<file path="config.mk">
export PLATFORM = sky130hd
export DESIGN_NAME = axis_v_out_sync
export DESIGN_NICKNAME = d
export VERILOG_FILES = /design/src/rtl/axis_v_out_sync.sv
export SDC_FILE = /design/constraint.sdc
export NUM_CORES = 1
export LEC_CHECK = 0
export ABC_CLOCK_PERIOD_IN_PS = 6600
export BUFFER_PORTS_ARGS = -buffer_cell sky130_fd_sc_hd__buf_2
export CORE_MARGIN = 3
export CORE_UTILIZATION = 45
export DETAILED_ROUTE_END_ITERATION = 12
export HOLD_SLACK_MARGIN = 0.08
export PLACE_DENSITY = 0.65
export SLEW_MARGIN = 20
export SYNTH_ARGS = -nofsm -noshare
export SYNTH_HDL_FRONTEND = slang
export SYNTH_SLANG_ARGS = --single-unit
</file>
<file path="constraint.sdc">
create_clock -name vclk -period 6.6 [get_ports vclk]
set_clock_uncertainty 0.15 [all_clocks]
set_input_delay 1.32 -clock vclk [delete_from_list [all_inputs] [get_ports vclk]]
set_output_delay 1.32 -clock vclk [all_outputs]
set_load 0.05 [all_outputs]
</file>
<file path="src/rtl/axis_v_out_sync.sv">
// AXI4-Stream video slave to native video-timing output (egress bridge).
// Free-running timing generator; stream pixels fill active slots once locked.
//
// Ports:
//   vclk, resetn         clock, async active-low reset (release synced)
//   s_axis_t*            AXIS slave: tdata/tvalid/tready/tuser(SOF)/tlast(EOL)
//   vid_data             pixel out, 0 outside active or when unlocked
//   vid_active_video     data enable
//   vid_hblank/vblank    blanking flags
//   vid_hsync/vsync      sync pulses, polarity set by SYNC_POL
//   locked               stream aligned to timing
//   err_pulse, err_cnt   lock-loss pulse and saturating count
module axis_v_out_sync #(
    parameter int unsigned DATA_WIDTH = 16,
    parameter int unsigned H_ACTIVE   = 1920,
    parameter int unsigned H_FP       = 88,
    parameter int unsigned H_SYNC     = 44,
    parameter int unsigned H_BP       = 148,
    parameter int unsigned V_ACTIVE   = 1080,
    parameter int unsigned V_FP       = 4,
    parameter int unsigned V_SYNC     = 5,
    parameter int unsigned V_BP       = 36,
    parameter bit          SYNC_POL   = 1'b1
) (
    input  logic                  vclk,
    input  logic                  resetn,
    input  logic [DATA_WIDTH-1:0] s_axis_tdata,
    input  logic                  s_axis_tvalid,
    output logic                  s_axis_tready,
    input  logic                  s_axis_tuser,
    input  logic                  s_axis_tlast,
    output logic [DATA_WIDTH-1:0] vid_data,
    output logic                  vid_active_video,
    output logic                  vid_hblank,
    output logic                  vid_vblank,
    output logic                  vid_hsync,
    output logic                  vid_vsync,
    output logic                  locked,
    output logic                  err_pulse,
    output logic [7:0]            err_cnt
);

    localparam logic [15:0] H_ACT  = 16'(H_ACTIVE);
    localparam logic [15:0] H_LAST = 16'(H_ACTIVE + H_FP + H_SYNC + H_BP - 1);
    localparam logic [15:0] HS_BEG = 16'(H_ACTIVE + H_FP);
    localparam logic [15:0] HS_END = 16'(H_ACTIVE + H_FP + H_SYNC);
    localparam logic [15:0] V_ACT  = 16'(V_ACTIVE);
    localparam logic [15:0] V_LAST = 16'(V_ACTIVE + V_FP + V_SYNC + V_BP - 1);
    localparam logic [15:0] VS_BEG = 16'(V_ACTIVE + V_FP);
    localparam logic [15:0] VS_END = 16'(V_ACTIVE + V_FP + V_SYNC);
    localparam logic        S_OFF  = ~SYNC_POL;

    typedef enum logic [1:0] {
        S_SEARCH,
        S_WAIT,
        S_LOCKED
    } state_t;

    // Reset asserts immediately, releases two vclk edges later.
    logic [1:0] rst_sync_q;
    logic       rst_n;

    always_ff @(posedge vclk or negedge resetn) begin
        if (!resetn) begin
            rst_sync_q <= 2'b00;
        end else begin
            rst_sync_q <= {rst_sync_q[0], 1'b1};
        end
    end

    assign rst_n = rst_sync_q[1];

    logic [15:0] hcnt_q, hcnt_d;
    logic [15:0] vcnt_q, vcnt_d;
    logic        h_wrap, v_wrap;
    logic        pix_act, sof_pos, eol_pos;
    logic        hs, vs;

    assign h_wrap  = (hcnt_q == H_LAST);
    assign v_wrap  = (vcnt_q == V_LAST);
    assign pix_act = (hcnt_q < H_ACT) && (vcnt_q < V_ACT);
    assign sof_pos = (hcnt_q == 16'd0) && (vcnt_q == 16'd0);
    assign eol_pos = (hcnt_q == H_ACT - 16'd1);
    assign hs      = (hcnt_q >= HS_BEG) && (hcnt_q < HS_END);
    assign vs      = (vcnt_q >= VS_BEG) && (vcnt_q < VS_END);

    always_comb begin
        hcnt_d = hcnt_q + 16'd1;
        vcnt_d = vcnt_q;
        if (h_wrap) begin
            hcnt_d = 16'd0;
            vcnt_d = v_wrap ? 16'd0 : vcnt_q + 16'd1;
        end
    end

    state_t state_q, state_d;
    logic   tready_c;
    logic   err;
    logic   take;

    always_comb begin
        state_d  = state_q;
        tready_c = 1'b0;
        err      = 1'b0;
        take     = 1'b0;
        unique case (state_q)
            S_SEARCH: begin
                // Drop everything up to SOF; SOF itself stays on the bus.
                tready_c = ~(s_axis_tvalid & s_axis_tuser);
                if (s_axis_tvalid && s_axis_tuser) begin
                    state_d = S_WAIT;
                end
            end
            S_WAIT: begin
                if (h_wrap && v_wrap) begin
                    state_d = S_LOCKED;
                end
            end
            S_LOCKED: begin
                tready_c = pix_act;
                if (pix_act) begin
                    if (!s_axis_tvalid
                        || (s_axis_tuser != sof_pos)
                        || (s_axis_tlast != eol_pos)) begin
                        err     = 1'b1;
                        state_d = S_SEARCH;
                    end else begin
                        take = 1'b1;
                    end
                end
            end
            default: state_d = S_SEARCH;
        endcase
    end

    assign s_axis_tready = tready_c & rst_n;

    logic [DATA_WIDTH-1:0] vid_data_q;
    logic                  active_q, hblank_q, vblank_q;
    logic                  hsync_q, vsync_q;
    logic                  err_pulse_q;
    logic [7:0]            err_cnt_q, err_cnt_d;

    assign err_cnt_d = (err && (err_cnt_q != 8'hFF)) ? err_cnt_q + 8'd1
                                                      : err_cnt_q;

    always_ff @(posedge vclk or negedge rst_n) begin
        if (!rst_n) begin
            hcnt_q      <= 16'd0;
            vcnt_q      <= 16'd0;
            state_q     <= S_SEARCH;
            vid_data_q  <= '0;
            active_q    <= 1'b0;
            hblank_q    <= 1'b1;
            vblank_q    <= 1'b1;
            hsync_q     <= S_OFF;
            vsync_q     <= S_OFF;
            err_pulse_q <= 1'b0;
            err_cnt_q   <= 8'd0;
        end else begin
            hcnt_q      <= hcnt_d;
            vcnt_q      <= vcnt_d;
            state_q     <= state_d;
            vid_data_q  <= take ? s_axis_tdata : '0;
            active_q    <= pix_act;
            hblank_q    <= (hcnt_q >= H_ACT);
            vblank_q    <= (vcnt_q >= V_ACT);
            hsync_q     <= hs ^ S_OFF;
            vsync_q     <= vs ^ S_OFF;
            err_pulse_q <= err;
            err_cnt_q   <= err_cnt_d;
        end
    end

    assign vid_data         = vid_data_q;
    assign vid_active_video = active_q;
    assign vid_hblank       = hblank_q;
    assign vid_vblank       = vblank_q;
    assign vid_hsync        = hsync_q;
    assign vid_vsync        = vsync_q;
    assign locked           = (state_q == S_LOCKED);
    assign err_pulse        = err_pulse_q;
    assign err_cnt          = err_cnt_q;

endmodule

</file>
* Word-level counts from Yosys, hierarchy flattened
Index checks and enable logic that the tools add are counted.
Word-level totals: flip-flop bits (word level) 66, input port bits 21, output and inout port bits 32, word-level logic and storage cells 67
Cells by class: add/subtract/negate cells 3, order comparisons 8, equal/unequal tests 12, multiplexer cells 15, bitwise operators 3, reduce and logical (&&, ||, !) cells 14
Operators with widths (number):
- $ge 16x11->1 const B | 4
- $lt 16x11->1 const B | 3
- $mux 16 | 3
- $add 16x1->16 const B | 2
- $eq 16x11->1 const B | 2
- $logic_not 16->1 | 2
- $eq 16x12->1 const B | 1
- $lt 16x12->1 const B | 1
- $add 8x1->8 const B | 1
- $mux 2 | 4
- $ne 8x8->1 const B | 1
- $logic_and 1x1->1 | 7
- $mux 1 | 6
- $pmux 2 s3 | 1
- $ne 2x1->1 const B | 2
- $ne 2x2->1 const B | 2
- $reduce_and 4->1 | 1
- $and 1x1->1 | 2
- $eq 2x1->1 const B | 1
- $eq 2x2->1 const B | 1
- $logic_not 2->1 | 1
- $logic_or 1x1->1 | 2
- $ne 1x1->1 | 2
- $pmux 1 s2 | 1
- other kinds (2) | 2

* Logic depth before layout (Yosys ltp)
depth after elaboration 9, gate-level depth with buffers 11, depth with buffers taken out 9

* Worst setup path before layout
Ideal clock, no wire load.
path type reg2out, start point reg rst_sync_q[1], end point out s_axis_tready, data arrival time 2954 ps, data required time 5130 ps, path slack 2176 ps, stages on the path, launching flop included 2, path buffers 0, cells stage by stage dfrtp_1 -> nor3b_1
Between the ends: cells in the longest elaborated chain, start to end 1
RTL lines:
- from (decl) | line 60 | logic [1:0] rst_sync_q;
- from (signal assigned) | line 67 | rst_sync_q <= {rst_sync_q[0], 1'b1};
- $and 1x1->1 | line 136 | assign s_axis_tready = tready_c & rst_n;
- to (decl) | line 29 | output logic s_axis_tready,
Every way passes these cells.

* Worst setup path in the final report
start point reg hcnt_q[12], end point out s_axis_tready
Between the ends: cells in the longest elaborated chain, start to end 4
RTL lines:
- from (decl) | line 73 | logic [15:0] hcnt_q, hcnt_d;
- from (signal assigned) | line 161 | hcnt_q <= hcnt_d;
- $lt 16x11->1 | line 81 | assign pix_act = (hcnt_q < H_ACT) && (vcnt_q < V_ACT);
- $logic_and 1x1->1 | line 81
- via pix_act | line 76 | logic pix_act, sof_pos, eol_pos;
- $pmux 1 s2 | line 106 | unique case (state_q)
- $and 1x1->1 | line 136
The timed path passes the listed nets, and every way through them passes these cells.

==> impl_results.md <==
* Largest net degree at the start of global routing at 66
* Synth Flop Type: dfrtp_1
* Synth warn at 0
* Peak supply drop at around 0.00024 V
* Vias per cell at 5.25
* DR vias at 2217
* IO Count at 53
* Post-Syn Nets at 311
* Total power at 815 µW
* Hold_buf cts at 0
* Period Utilization, post-route at 59.4%
* P&R area growth vs syn at 18.6%
* Placer Congestion at 0.788
* CTS tree: built
* Setup TNS at 0 ns
* Worst EP arrival at 2.45 ns
* Number of max-cap violations at 0
* Post-layout min period at 3.92 ns
* Clock buffer count from CTS at 9
* Status: completed
* Initial Util at a little under half
* Slew headroom at a little under half
* Finished Layout Cells at 422
* CP max FO at 6
* RSZ-0062 raised after global routing: false
* Hold Fails Final Rpt at 0
* ANT cells at 0
* Site Rows at 29
* PwrDens at roughly 230 mW/mm²
* First-pass GRT wire length at 9670 µm
* Initial antenna violation count at 0
* Worst setup EP type: output port
* Data required, critical path at 5.13 ns
* Number of global-route vias before repair at 2038
* Post-CTS resize count at 0
* WL per Instance at 13.8 µm
* Netlist cell types at 40
* Number of synthesized register bits at 66
* ANT nets after route at 0
* Drt pass-1 iters at 4
* Crit path top cell by count: nor2_1
* Final HPWL DP at 3990 µm
* Syn Std Cell Area at 0.00303 mm²
* Max Root-Sink Buffers at 2
* Final wirelength at 5800 µm
* Worst-Margin Slew at 0.816 ns
* FFs w/ async S/R, synth at 100%
* # H-tree levels at 3
* Worst min path class: reg2reg
* Finished Core Util at 56.0%
* Leakage at around 1.7 nW
* Crit path largest cell delay at 0.68 ns
* Hold path startpoint: rst_sync_q[0]
* DRC viols at 0
* Post-synth EDFFs at 0
* Core Region at approximately 0.0064 mm²
* GRT Total Usage at 16.2%
* Share of cells above drive strength 1 at 24.1%
* CTS clock-pin slew for the worst setup and hold paths at ~0.070 ns
* Post-Synthesis Cells at 284
* Worst r2r src: hcnt_q[12]
* Synth area leaders: dfrtp_1 53%, xor2_1 4.3%, xnor2_1 3.8%, and2_1 3.5%, and3_1 3.1%
* Seq/Total Area, Yosys at 54.6%
* Die Width at around 88 µm
* Nets at 367
* Post-CTS Setup Bufs at 0
* Clk root buf: clkbuf_8
* I/O Buffers at 52
* Area leader, netlist: dfrtp_1
* Worst Setup SP: hcnt_q[12]
* Crit-path cells: or4_1 > nor2_1 > nand2_1 > nor2_1 > a21oi_1 > nor3b_1 > buf_2
* Share of the synthesized area in the top cell type at 52.8%
* GRT overflow at 0
* Worst hold slack at ~0.21 ns
* Worst skew pair latency at between 0.3 and 0.4 ns
* Sink Count at between 60 and 70
* Fmax at roughly 0.26 GHz
* Post-Place Cells at 406
* Die ar. at about 0.0078 mm²
* Syn_area_per_cell at 10.7 µm²
* Final-report setup violation count at 0
* Starting DRT DRC Count at 113
* Die Height at between 80 and 90 µm
* Slew Limit Fails at 0
* Crit start category: register
* Worst path slowest cell: or4_1
* Setup Crit Path Kind: reg2out
==> report_power, final <==
group	switching, mW	internal (mW)
clock network	0.159	0.224
registers	0.00200	0.406
logic	0.0168	0.00745
total	0.178	0.637
==> synth_stat cells, types with 3 or more instances <==
master,count
or4_1,3
nor4_1,4
nor4_2,5
nand3_1,18
xor2_1,15
nand4_1,6
ha_1,6
dfrtp_1,64
nand2_1,24
inv_1,5
nand2b_1,5
and3_1,15
o21ai_0,14
nor2b_1,4
a21oi_1,5
nor2_1,23
and2_1,17
xnor2_1,13
o31ai_1,4
mux2_1,3
clkbuf_1,5
==> cells in the final DEF (no fill, tap or decap), types with 5 or more instances in the layout <==
cell,count
nor4_2,6
nand2b_1,5
nand3_1,18
ha_1,6
buf_2,52
xor2_1,15
and3_1,15
clkbuf_8,10
and2_1,17
dfrtp_1,63
a21oi_1,5
nand2_1,24
xnor2_1,13
nand4_1,6
inv_1,5
nor2_1,23
o21ai_0,14
==> layout make-up <==
type	instances	area [µm²]
Tap cell	77	96.3
Sequential cell	66	1660
Timing Repair Buffer	54	275
Multi-Input combinational cell	204	1320
Inverter	5	18.8
Clock inverter	6	90.1
Fill cell	578	2830
Clock buffer	10	138
==> path summary, 6_finish.rpt <==
kind / end / slack, ns / cells past startpoint
worst max-delay path: s_axis_tready / 2.68 / 7
min in group asynchronous: vid_data[8] / 0.27 / 1
worst min register to register: rst_sync_q[1] / 0.21 / 0
max in group asynchronous: vcnt_q[8] / 5.50 / 1
worst max register to register: vid_data[15] / 3.15 / 7
worst min-delay path: rst_sync_q[1] / 0.21 / 0
==> through the flow <==
| step | worst slack (ns) | instance area [µm²] |
|---|---|---|
| 6_report | 2.68 | 3590 |
| 5_1_grt | 2.52 | 3590 |
| 4_1_cts | 2.68 | 3590 |
| 3_5_place_dp | 2.99 | 3370 |
| 3_3_place_gp | 2.97 | 3370 |
| 2_1_floorplan | 2.18 | 3030 |
==> metal layers <==
metal / vias up / track usage (%) / wire (µm)
met5: - / 0 / 0
met4: 0 / 7.42 / 59
met3: 6 / 3.48 / 225
met2: 45 / 23.8 / 2710
met1: 1076 / 22.9 / 2810
li1: 1090 / - / -
==> flip-flops by register name, indices dropped and copies added (netlist names) <==
name and flops:
vid_hblank 1, vid_hsync 1, vcnt_q 16, vid_active_video 1
vid_data 16, hcnt_q 16, err_pulse 1, state_q 2
vid_vblank 1, err_cnt 8, rst_sync_q 2, vid_vsync 1
==> kinds of logic after synthesis <==
| family | synth area share [%] |
|---|---|
| buf+inv | 2.06 |
| xor+xnor | 8.09 |
| fa+ha+maj | 2.48 |
| flops | 54.6 |
| mux | 1.11 |
| other cells | 0.124 |
| compound gates | 4.71 |
| simple gates | 26.8 |
==> worst max-delay path: cells and delay by family (launching register included) <==
family	cells	cell delay [ns]
flops	1	0.41
compound gates	1	0.10
buf+inv	1	0.30
simple gates	5	1.30
No activity file was read; power rests on OpenSTA's default activity.
